File: config.mk
export PLATFORM = sky130hd
export DESIGN_NAME = rgb_pwm_meter
export DESIGN_NICKNAME = d
export VERILOG_FILES = /design/src/rtl/rgb_pwm_meter.sv
export SDC_FILE = /design/constraint.sdc
export NUM_CORES = 1
export LEC_CHECK = 0
export CAP_MARGIN = 30
export CORE_ASPECT_RATIO = 0.7
export CORE_MARGIN = 2
export CORE_UTILIZATION = 25
export CTS_CLUSTER_SIZE = 14
export DETAILED_ROUTE_END_ITERATION = 12
export PLACE_DENSITY = 0.45
export REMOVE_ABC_BUFFERS = 1
export SETUP_SLACK_MARGIN = 0.15
export SLEW_MARGIN = 20
export SYNTH_ARGS = -nofsm -noshare
export SYNTH_HDL_FRONTEND = slang
export SYNTH_SLANG_ARGS = --single-unit
File: constraint.sdc
create_clock -name clk -period 2.1 [get_ports clk]
set_input_delay 0.42 -clock clk [delete_from_list [all_inputs] [get_ports clk]]
set_output_delay 0.42 -clock clk [all_outputs]
set_load 0.1 [all_outputs]
File: src/rtl/rgb_pwm_meter.sv
// rgb_pwm_meter: measures per-channel on-time of three LED drive lines over a fixed window.
// Ports: clk, rst_n (async assert, sync release); led_in {b,g,r} asynchronous lines;
//   duty_r/g/b on-cycles of last published window; duty_valid/duty_ready handshake;
//   overrun sticky flag for a window that completed while the previous result was unconsumed.
// Option: RGB_PWM_METER_EDGE_COUNT_EN adds edges_r/g/b, rising on-transitions per window.
module rgb_pwm_meter #(
  parameter int unsigned PERIOD = 256,
  parameter int unsigned CNT_W = 9,
  parameter bit ACTIVE_LOW = 1'b1
) (
  input  logic             clk,
  input  logic             rst_n,
  input  logic [2:0]       led_in,
  output logic [CNT_W-1:0] duty_r,
  output logic [CNT_W-1:0] duty_g,
  output logic [CNT_W-1:0] duty_b,
  output logic             duty_valid,
  input  logic             duty_ready,
  output logic             overrun
`ifdef RGB_PWM_METER_EDGE_COUNT_EN
  ,
  output logic [CNT_W-1:0] edges_r,
  output logic [CNT_W-1:0] edges_g,
  output logic [CNT_W-1:0] edges_b
`endif
);
  localparam int WC_W = $clog2(PERIOD);
  typedef enum logic {SYNC, MEASURE} state_t;
  state_t state;
  logic rst_s;
  logic sc;
  logic [2:0] s1, s2, on;
  logic [WC_W-1:0] wcnt;
  logic [2:0][CNT_W-1:0] acc, tot, duty;
  logic wend, load;
  assign on = s2 ^ {3{ACTIVE_LOW}};
  assign wend = (state == MEASURE) && (wcnt == WC_W'(PERIOD - 1));
  // the window-end sample is part of the published total
  assign load = wend && (!duty_valid || duty_ready);
  assign duty_r = duty[0];
  assign duty_g = duty[1];
  assign duty_b = duty[2];
  always_comb begin
    for (int i = 0; i < 3; i++) tot[i] = acc[i] + CNT_W'(on[i]);
  end
`ifdef RGB_PWM_METER_EDGE_COUNT_EN
  logic [2:0] prev;
  logic [2:0][CNT_W-1:0] ecnt, etot, edges;
  assign edges_r = edges[0];
  assign edges_g = edges[1];
  assign edges_b = edges[2];
  always_comb begin
    for (int i = 0; i < 3; i++) etot[i] = ecnt[i] + CNT_W'(on[i] & ~prev[i]);
  end
  // edge history runs through window boundaries so a rise on the first sample still counts
  always_ff @(posedge clk or negedge rst_n) begin
    if (!rst_n) begin
      prev  <= '0;
      ecnt  <= '0;
      edges <= '0;
    end else if (rst_s) begin
      prev <= on;
      if (state == MEASURE) begin
        for (int i = 0; i < 3; i++) ecnt[i] <= wend ? '0 : etot[i];
        if (load) edges <= etot;
      end
    end
  end
`endif
  // rst_s delays release by one edge so every register leaves reset on the same clock
  always_ff @(posedge clk or negedge rst_n) begin
    if (!rst_n) begin
      rst_s      <= 1'b0;
      state      <= SYNC;
      sc         <= 1'b0;
      s1         <= '0;
      s2         <= '0;
      wcnt       <= '0;
      acc        <= '0;
      duty       <= '0;
      duty_valid <= 1'b0;
      overrun    <= 1'b0;
    end else if (!rst_s) begin
      rst_s <= 1'b1;
    end else begin
      s1 <= led_in;
      s2 <= s1;
      if (state == SYNC) begin
        sc <= 1'b1;
        if (sc) state <= MEASURE;
      end else begin
        wcnt <= wend ? '0 : wcnt + 1'b1;
        for (int i = 0; i < 3; i++) acc[i] <= wend ? '0 : tot[i];
        if (load) begin
          duty       <= tot;
          duty_valid <= 1'b1;
        end else if (wend) overrun <= 1'b1;
        else if (duty_ready) duty_valid <= 1'b0;
      end
    end
  end
endmodule

# == Word-level counts from Yosys, hierarchy flattened ==
# Index checks and enable logic that the tools add are counted.
# totals
romBits,0
regBits,73
memories,0
latch_bits,0
output_inout_bits,29
mem_bits_rw,0
# classes
eq_ne,2
n_mul,0
magnitude_cmp,0
bitwise_logic,3
shift,0
add_sub_neg,4
mux,9
n_reduce_logical,10
div_mod_pow,0
# ops
operator,n
$add A9 B1 Y9,3
$mux W9,3
$add A8 B1 Y8 const B,1
$eq A8 B8 Y1 const B,1
$mux W8,1
$reduce_and A4 Y1,2
$mux W1,5
$reduce_and A2 Y1,2
$not A3 Y3,1
$reduce_and A3 Y1,1
$logic_and A1 B1 Y1,2
$ne A2 B1 Y1 const B,1
$not A1 Y1,2
$reduce_bool A2 Y1,1
$logic_not A1 Y1,1
$logic_or A1 B1 Y1,1

# == Longest topological paths before layout ==
# Gate-level depths: netlist of the first run.
# logic_depth
word_depth,5
ltp_mapped,7

# == Worst setup path before layout of the first run ==
# No wires, ideal clock.
# synth_path
path_type,register to register
from,register duty_valid
to,"register duty, in the netlist duty_b[0]"
n_path_buf,1
path_stages_with_launch,5
path_slack_ns,-0.058
t_required_ns,1.975
synth_period_minus_slack_ns,2.158
t_arrival_ns,2.033
path_cell_list,dfrtp_1 nor2b_1 nor4_4 buf_6 mux2_2
# synth_between
elab_chain_len,4
# synth_lines
item,line,rtl
start: declaration,17,"output logic duty_valid,"
start signal: assignment,81,duty_valid <= 1'b0;
start signal: assignment,96,duty_valid <= 1'b1;
start signal: assignment,98,else if (duty_ready) duty_valid <= 1'b0;
$logic_not A1 Y1,39,assign load = wend && (!duty_valid || duty_ready);
$logic_or A1 B1 Y1,39,
$logic_and A1 B1 Y1,39,
$reduce_and A3 Y1 (no line),--,
end signal: assignment,95,duty <= tot;
end: declaration,34,"logic [2:0][CNT_W-1:0] acc, tot, duty;"
# No other way between the ends.
# A chain may end at the register's enable or synchronous reset.

# == Worst setup path after layout of the first run ==
# layout_path
from,register wcnt[0]
to,"register duty, in the netlist duty_b[8]"
# layout_between
elab_chain_len,4
# layout_lines
item,line,rtl
start: declaration,33,logic [WC_W-1:0] wcnt;
start signal: assignment,92,wcnt <= wend ? '0 : wcnt + 1'b1;
$eq A8 B8 Y1,37,assign wend = (state == MEASURE) && (wcnt == WC_W'(PERIOD - 1));
$logic_and A1 B1 Y1,37,
$logic_and A1 B1 Y1,39,
$reduce_and A3 Y1 (no line),--,
# No other way between the ends.

==> run metrics, run 1 <==
status complete, no violations; Yosys reg bits 73; sequential share of power 0.487; Core ar. 0.0126 sq mm; kind of cell adding the most delay to the critical path simple AND/OR/NAND/NOR gates; setup bufs post-CTS 0; CP Cell Sequence ha_4, nand4_4, nor4_4, buf_12, mux2_2; Clock Path Buffers 2; Max rail drop VDD 0.423 mV; static leakage 1.75 nW; Hold Path Class primary input to asynchronous set/reset pin; critical path data arrival time 2070 ps; num ports 35; via count 2300; Setup Skew 7.41 ps; Critical Path Sink Type flop; DIE AREA 0.0140 sq mm; gr ovfl total 0; final hold slack 103 ps; Synth warnings 0; Mapped Cells 302; switch share 0.290; commonest cells after routing, fill and taps aside dfrtp_1, buf_4, nand2_1; fmax 0.539 GHz; largest net degree at the start of global routing 74; most common cell after layout, fill and taps aside dfrtp_1; DR WL/cell 13.7 microns; antenna violations before repair 0; Die H 99.6 microns; r2r worst-path depth 5; CTS Buf Count 9; cts hold-fix bufs 0; die width 141 microns; row cnt 34; post-synth cell types 34; Gate power share 0.150; post-synthesis sequential area ratio 0.559; worst-path maximum fanout 18; final max-slew violation count 0; Final Hold Vio Count 0; critical path's largest stage delay 460 ps; Syn Area/Cell 10.8 sq um; area of the mapped netlist 0.00327 sq mm; post-route clock period utilization 0.884; RSZ-0062 raised after global routing false; Slowest-stage cell, CP dfrtp_1; vias per cell 4.55; Tmin final 1860 ps; H-tree depth 3; Post-DP HPWL 4620 microns; PD cells 931 mW/mm^2; DRC viols 0; drt total wl 6920 microns; CTS Sinks 73; internal cell power 2.67 mW; share of layout cells above drive strength 1 0.206; Syn-to-layout area delta 23.8%; total power 3.76 mW; R2R Path Start wcnt[0]; startpoint types flop; ANT cells 0; Starting DRT DRC Count 156; TritonCTS clock tree yes; WP data required 2320 ps; Buf+Inv Stages, Crit Path 1; Switch Pwr 1.09 mW; drt pass-1 iters 4; PortBufs 34; Worst Setup SP wcnt[0]; first-pass GRT wire length 11700 microns; Root Driver clkbuf_16; CP Class flop to flop; Overall Global Routing Usage 0.108; Final setup viols 0; final net count 355; remaining antenna violation count 0; Clk pwr share 0.362; initial core utilization 0.259; GPL Wtd Cong 0.718; WP depth 5; Worst-Skew Late Latency 330 ps; clk slew on worst S/H paths 50 ps; vias in the first global route 2256; max-cap viol count 0; final setup TNS 0 ps
## cell families after synthesis
| logic type | count (synthesis) | synth area share |
|---|---|---|
| other | 1 | 0.00115 |
| AO/OA/AOI/OAI | 75 | 0.141 |
| adder cells (fa/ha/maj) | 7 | 0.0268 |
| AND/OR/NAND/NOR | 86 | 0.127 |
| XOR/XNOR | 25 | 0.0670 |
| multiplexers | 13 | 0.0448 |
| flip-flops | 73 | 0.559 |
| buffers and inverters | 22 | 0.0322 |
## routing by layer
metal  wire, microns  GRT usage  vias up
met5               0          0        -
met4              64     0.0415        0
met3             414     0.0429        5
met2            2690      0.143       51
met1            3750      0.157     1101
li1                -          -     1143
## stage by stage
stage	area, sq um	setup WS [ps]	cells	utilization
2_1_floorplan	3180	-761	285	-
3_3_place_gp	3760	48.7	493	0.299
3_5_place_dp	3760	28.1	493	0.299
4_1_cts	4010	192	506	0.319
5_1_grt	4040	165	506	0.321
6_report	4040	244	506	0.321
## repair_timing
item,in CTS,in global routing
setup endpoints to repair,0,18
gates resized for setup,0,5
hold endpoints to repair,0,0
## synth_stat cells
cell      instances  area, sq um
dfrtp_1          73         1830
nor3b_1           1         7.51
buf_6             1         11.3
mux2_2           13          146
nor4_4            1         21.3
buf_2             3         15.0
a21oi_1          26          130
ha_1              7         87.6
conb_1            1         3.75
xnor2_1          15          131
and3_1            1         6.26
buf_4             3         22.5
and2_1            1         6.26
a41oi_1           3         26.3
nand4_2           1         12.5
xor2_1           10         87.6
or2_2             1         6.26
nor3_1            2         10.0
o21a_1            2         15.0
nor2_1           23         86.3
clkbuf_1         10         37.5
nand2b_1          4         25.0
a21o_1            4         30.0
nand3_1          10         50.1
nor2b_1           1         6.26
o41ai_1           1         8.76
a31oi_1          15         93.8
inv_1             5         18.8
nand4_1           6         37.5
nand2_1          31          116
or3_1             1         6.26
and4_1            2         17.5
o21ai_0          14         70.1
a22o_1           10         87.6
## worst register-to-register path, stage by stage (launching register included)
cell,delay (ps)
dfrtp_1,460
ha_4,210
nand4_4,140
nor4_4,390
buf_12,200
mux2_2,350
## power groups by stage
stage	sequential [mW]	combinational, mW	clock [mW]
after floorplan	1.79	0.396	0
after global placement	1.84	0.557	0
after detailed placement	1.84	0.558	0
after CTS	1.82	0.562	1.41
after global routing	1.87	0.651	1.48
final	1.83	0.566	1.36
## final cells by class
cell class	instances	area, sq um
fill	1277	8550
sequential	73	1830
multi-input combinational	207	1360
timing repair buffer	46	382
clock buffer	12	246
tap	162	203
inverter	5	18.8
clock inverter	1	5.00
## flip-flops by register name (all words and copies together), names as in the netlist
| register | flops |
|---|---|
| sc | 1 |
| rst_s | 1 |
| s2 | 3 |
| s1 | 3 |
| acc | 27 |
| overrun | 1 |
| duty_valid | 1 |
| duty_b | 9 |
| state | 1 |
| duty_g | 9 |
| wcnt | 8 |
| duty_r | 9 |
## final timing paths
kind	endpoint	slack [ps]
max in group asynchronous	wcnt[7]	1660
max reg2reg	duty_b[8]	240
min reg2reg	overrun	470
max	duty_b[8]	240
min	acc[14]	100
min in group clk	overrun	470
(Power assumes the default switching activity.)
==> inputs of run 2 (changes only) <==
- REMOVE_ABC_BUFFERS: 1 -> unset
- SETUP_SLACK_MARGIN: 0.15 -> 0.05
==> run 2 against run 1 <==
Power down 0.68%. Register-to-register slack better by 50 ps. Count of clock-buffer cells in the layout unchanged. Worst hold slack better by 350 ps. Design area down 0.28%. Sequential share of layout area up 0.16 points. Die area unchanged. Largest power group unchanged. Combinational power down 2%. Clock power about the same. Critical path type unchanged. Via count up 0.52%.
==> run metrics, run 2 (same netlist as run 1, synthesis figures left out) <==
Root Driver clkbuf_16; PD cells 927 mW/mm^2 (-0.40%); DR WL/cell 14.1 microns (+3.4%); largest net degree at the start of global routing 63 (-15%); remaining antenna violation count 0 (unchanged); clk slew on worst S/H paths 60 ps (about the same); DRC viols 0 (unchanged); Post-DP HPWL 4810 microns (+4.1%); Worst-Skew Late Latency 330 ps (about the same); final net count 356 (+0.28%); Clock Path Buffers 2 (unchanged); Setup Skew 6.04 ps (-1.37 ps); vias per cell 4.56 (+0.32%); final setup margin 289 ps (+45.1 ps); drt total wl 7170 microns (+3.6%); status complete, no violations; Biggest register acc; setup bufs post-CTS 0 (unchanged); Die H 99.6 microns (unchanged); most common cell after layout, fill and taps aside dfrtp_1; R2R Path Start wcnt[0]; WP data required 2290 ps (-30 ps); pre-CTS setup slack 92.5 ps (+64.4 ps); share of layout cells above drive strength 1 0.206 (-0.000598); ANT cells 0 (unchanged); H-tree depth 3 (unchanged); Starting DRT DRC Count 201 (+29%); total power 3.74 mW (-0.68%); max-cap viol count 0 (unchanged); Final setup viols 0 (unchanged); static leakage 1.75 nW (+0.12%); startpoint types flop; Final Hold Vio Count 0 (unchanged); antenna violations before repair 0 (unchanged); PortBufs 34 (unchanged); num ports 35 (unchanged); final hold slack 456 ps (+353 ps); initial core utilization 0.259 (unchanged); post-route clock period utilization 0.862 (-0.0215); Finished Core Util 0.320 (-0.000894); first-pass GRT wire length 12300 microns (+5.4%); commonest cells after routing, fill and taps aside dfrtp_1, buf_4, nand2_1; die width 141 microns (unchanged); row cnt 34 (unchanged); Syn-to-layout area delta 23.4%; DIE AREA 0.0140 sq mm (unchanged); final setup TNS 0 ps (unchanged); Hold Startpoint overrun; CTS Sinks 73 (unchanged); drt pass-1 iters 4 (unchanged); CTS Buf Count 9 (unchanged); CP Class flop to flop; Tmin final 1810 ps (-45.1 ps); gr ovfl total 0 (unchanged); Critical Path Sink Type flop; TritonCTS clock tree yes; Max rail drop VDD 0.457 mV (+8.1%); via count 2312 (+0.52%); critical path data arrival time 2010 ps (-60 ps); GPL Wtd Cong 0.711 (-1.0%); Worst Setup SP wcnt[0]; Overall Global Routing Usage 0.113 (+0.00470); final max-slew violation count 0 (unchanged); worst-path maximum fanout 36 (+18); Hold Path Class flop to flop; Post-Syn Nets 315; Largest register FFs 27 (unchanged); FILL cells 1283 (+0.47%); fmax 0.552 GHz (+2.5%); Core ar. 0.0126 sq mm (unchanged); vias in the first global route 2355 (+4.4%); RSZ-0062 raised after global routing false
[run 2: changes by cell type in the layout (fill, tap and decap cells not counted), sizes merged]
cell and change:
dlygate4sd3 +1
[run 2: stage by stage]
step                      instance area, sq um  std cells
after floorplan                           3270        302
after global placement                    3760        493
after detailed placement                  3760        493
after CTS                                 4030        507
after global routing                      4030        507
final                                     4030        507
[run 2: cell type report]
cell class                      instances  area (sq um)  area share
Tap cell                              162           203      0.0503
Timing Repair Buffer                   47           390      0.0969
Sequential cell                        73          1830       0.454
Inverter                                5          18.8     0.00466
Clock buffer                           12           246      0.0612
Multi-Input combinational cell        207          1340       0.332
Clock inverter                          1          5.00     0.00124
[run 2: critical path: stages, from the launching register on]
cell and delay [ps]:
dfrtp_1 410, ha_1 250, nand4_2 210, o21a_1 230
buf_4 250, a41oi_1 250, a31oi_1 70
[run 2: report_power, final]
part           internal, mW  switching, mW
Combinational         0.262          0.295
Clock                 0.811          0.548
Sequential             1.59          0.231
Total                  2.66           1.07
[run 2: path summary, 6_finish.rpt]
| check | depth (start not counted) | slack, ps | endpoint |
|---|---|---|---|
| setup / recovery | 6 | 290 | acc[4] |
| setup reg to reg | 6 | 290 | acc[4] |
| hold reg to reg | 1 | 460 | overrun |
| max in group asynchronous | 3 | 1050 | duty_g[1] |
| hold / removal | 1 | 460 | overrun |
| min in group asynchronous | 2 | 470 | wcnt[6] |
[run 2: layer usage]
layer / part of all wire / vias up / track usage
li1: - / 1148 / -
met1: 0.53 / 1126 / 0.158
met2: 0.43 / 33 / 0.164
met3: 0.036 / 5 / 0.0395
met4: 0.0088 / 0 / 0.0362
met5: 0 / - / 0
[run 2: what timing repair did]
| action | 4_1_cts | 5_1_grt |
|---|---|---|
| endpoints found under the hold margin | 11 | 0 |
| hold buffers | 1 | 0 |
| resized for setup | 0 | 1 |
| setup endpoints to repair | 0 | 2 |
==> inputs of run 3 (changes only) <==
- clock period: 2.1 -> 2.2 ns (I/O delays scaled with it)
==> run 3 against run 2 <==
Critical path depth is 1 higher. Design area shrank 0.43%. Core utilization decreased by 0.14 points. Critical path type unchanged. Highest routed layer unchanged.
==> run metrics, run 3 (same netlist as run 1, synthesis figures left out) <==
TritonCTS clock tree yes; R2R Path Start wcnt[0]; via count 2288 (-1.0%); remaining antenna violation count 0 (unchanged); drt pass-1 iters 4 (unchanged); commonest cells after routing, fill and taps aside dfrtp_1, buf_4, nand2_1; setup bufs post-CTS 0 (unchanged); post-route clock period utilization 0.827 (-0.0356); Die H 99.6 microns (unchanged); Starting DRT DRC Count 160 (-20%); Switch Pwr 1.00 mW (-6.5%); Final Hold Vio Count 0 (unchanged); max-cap viol count 0 (unchanged); fmax 0.550 GHz (-0.43%); share of layout cells above drive strength 1 0.198 (-0.00755); Worst-Skew Late Latency 330 ps (about the same); Buf+Inv Stages, Crit Path 2 (+1); Post-Syn Nets 315 (unchanged); Max rail drop VDD 0.388 mV (-15%); WP data required 2450 ps (+160 ps); largest net degree at the start of global routing 74 (+17%); initial core utilization 0.259 (unchanged); H-tree depth 3 (unchanged); Gate power share 0.144 (-0.005); final instance area 0.00401 sq mm (-0.43%); die width 141 microns (unchanged); Syn-to-layout area delta 22.9%; pre-CTS setup slack 137 ps (+44.4 ps); final setup TNS 0 ps (unchanged); FILL cells 1298 (+1.2%); non-filler cells in the finished layout 505 (-0.39%); Final setup viols 0 (unchanged); vias in the first global route 2288 (-2.8%); drt total wl 6880 microns (-4.1%); final max-slew violation count 0 (unchanged); CP Cell Sequence ha_1, nand4_2, nor4_4, buf_12, buf_4, nor2_1, a21oi_1; Setup Skew 3.99 ps (-2.05 ps); Cells after DPL 491 (-0.41%); RSZ-0062 raised after global routing false; first-pass GRT wire length 11900 microns (-3.5%); Overall Global Routing Usage 0.110 (-0.00346); gr ovfl total 0 (unchanged); Core ar. 0.0126 sq mm (unchanged); cts hold-fix bufs 0 (-1); PortBufs 34 (unchanged); internal cell power 2.58 mW (-3.2%); CTS Buf Count 9 (unchanged); Biggest register acc; DIE AREA 0.0140 sq mm (unchanged); startpoint types flop; most common cell after layout, fill and taps aside dfrtp_1; switch share 0.280 (-0.00695); vias per cell 4.53 (-0.65%); DR WL/cell 13.6 microns (-3.7%); CTS Sinks 73 (unchanged); ANT cells 0 (unchanged); DRC viols 0 (unchanged); worst-path maximum fanout 29 (-19%); final setup margin 381 ps (+92.2 ps); kind of cell adding the most delay to the critical path simple AND/OR/NAND/NOR gates; Clk pwr share 0.371 (+0.008); antenna violations before repair 0 (unchanged); Clock Path Buffers 2 (unchanged); GPL Wtd Cong 0.697 (-2.0%); Worst Setup SP wcnt[0]; Critical Path Sink Type flop; dpl cell area 0.00375 sq mm (-0.40%); Hold Path Class primary input to asynchronous set/reset pin; row cnt 34 (unchanged); clk slew on worst S/H paths 50 ps (about the same); Slowest-stage cell, CP dfrtp_1; Root Driver clkbuf_16; static leakage 1.74 nW (-0.60%); sequential share of power 0.485 (-0.002); num ports 35 (unchanged); CP Class flop to flop; Largest register FFs 27 (unchanged); critical path data arrival time 2070 ps (+60 ps); final net count 353 (-0.84%); critical path's largest stage delay 400 ps (about the same); Tmin final 1820 ps (+7.85 ps); PD cells 892 mW/mm^2 (-3.8%); Post-DP HPWL 4490 microns (-6.7%); cts repair resizes 0 (unchanged); status complete, no violations
## run 3: changes by cell type in the layout (fill, tap and decap cells not counted)
cell and delta:
dlygate4sd3_1 -1, clkbuf_1 +1, buf_4 -2, clkbuf_8 +1, clkinv_2 -1, nor3_1 +1
nor3_2 -1
## run 3: per-stage QoR
step,total power [mW],util,hold slack (ps)
2_1_floorplan,2.10,-,144
3_3_place_gp,2.27,0.298,439
5_1_grt,3.82,0.319,154
4_1_cts,3.64,0.319,140
3_5_place_dp,2.28,0.298,453
6_report,3.58,0.319,122
## run 3: path summary, 6_finish.rpt
path | to | slack [ps] | cells after the start
worst min register to register | sc | 460 | 1
worst max-delay path | duty_r[4] | 380 | 7
max in group asynchronous | duty_valid | 1770 | 2
min in group clk | sc | 460 | 1
worst min-delay path | wcnt[5] | 120 | 2
worst max register to register | duty_r[4] | 380 | 7
## run 3: power groups by stage
stage / logic, mW / registers [mW] / clock network [mW]
after global routing: 0.611 / 1.77 / 1.44
after floorplan: 0.431 / 1.67 / 0
after global placement: 0.521 / 1.75 / 0
after CTS: 0.529 / 1.73 / 1.38
after detailed placement: 0.524 / 1.76 / 0
final: 0.517 / 1.74 / 1.33
## run 3: metal layers
layer  share of wire  vias up  routed length, microns  global-route usage
met4           0.011        0                      73              0.0377
li1                -     1146                       -                   -
met3           0.042        6                     292              0.0409
met5               0        -                       0                   0
met1            0.51     1094                    3530               0.150
met2            0.43       42                    2990               0.161
## run 3: cell type report
cell class,count,area [sq um],area share
Inverter,5,18.8,0.00468
Multi-Input combinational cell,207,1330,0.332
Timing Repair Buffer,44,365,0.0911
Clock buffer,14,264,0.0658
Tap cell,162,203,0.0505
Sequential cell,73,1830,0.456
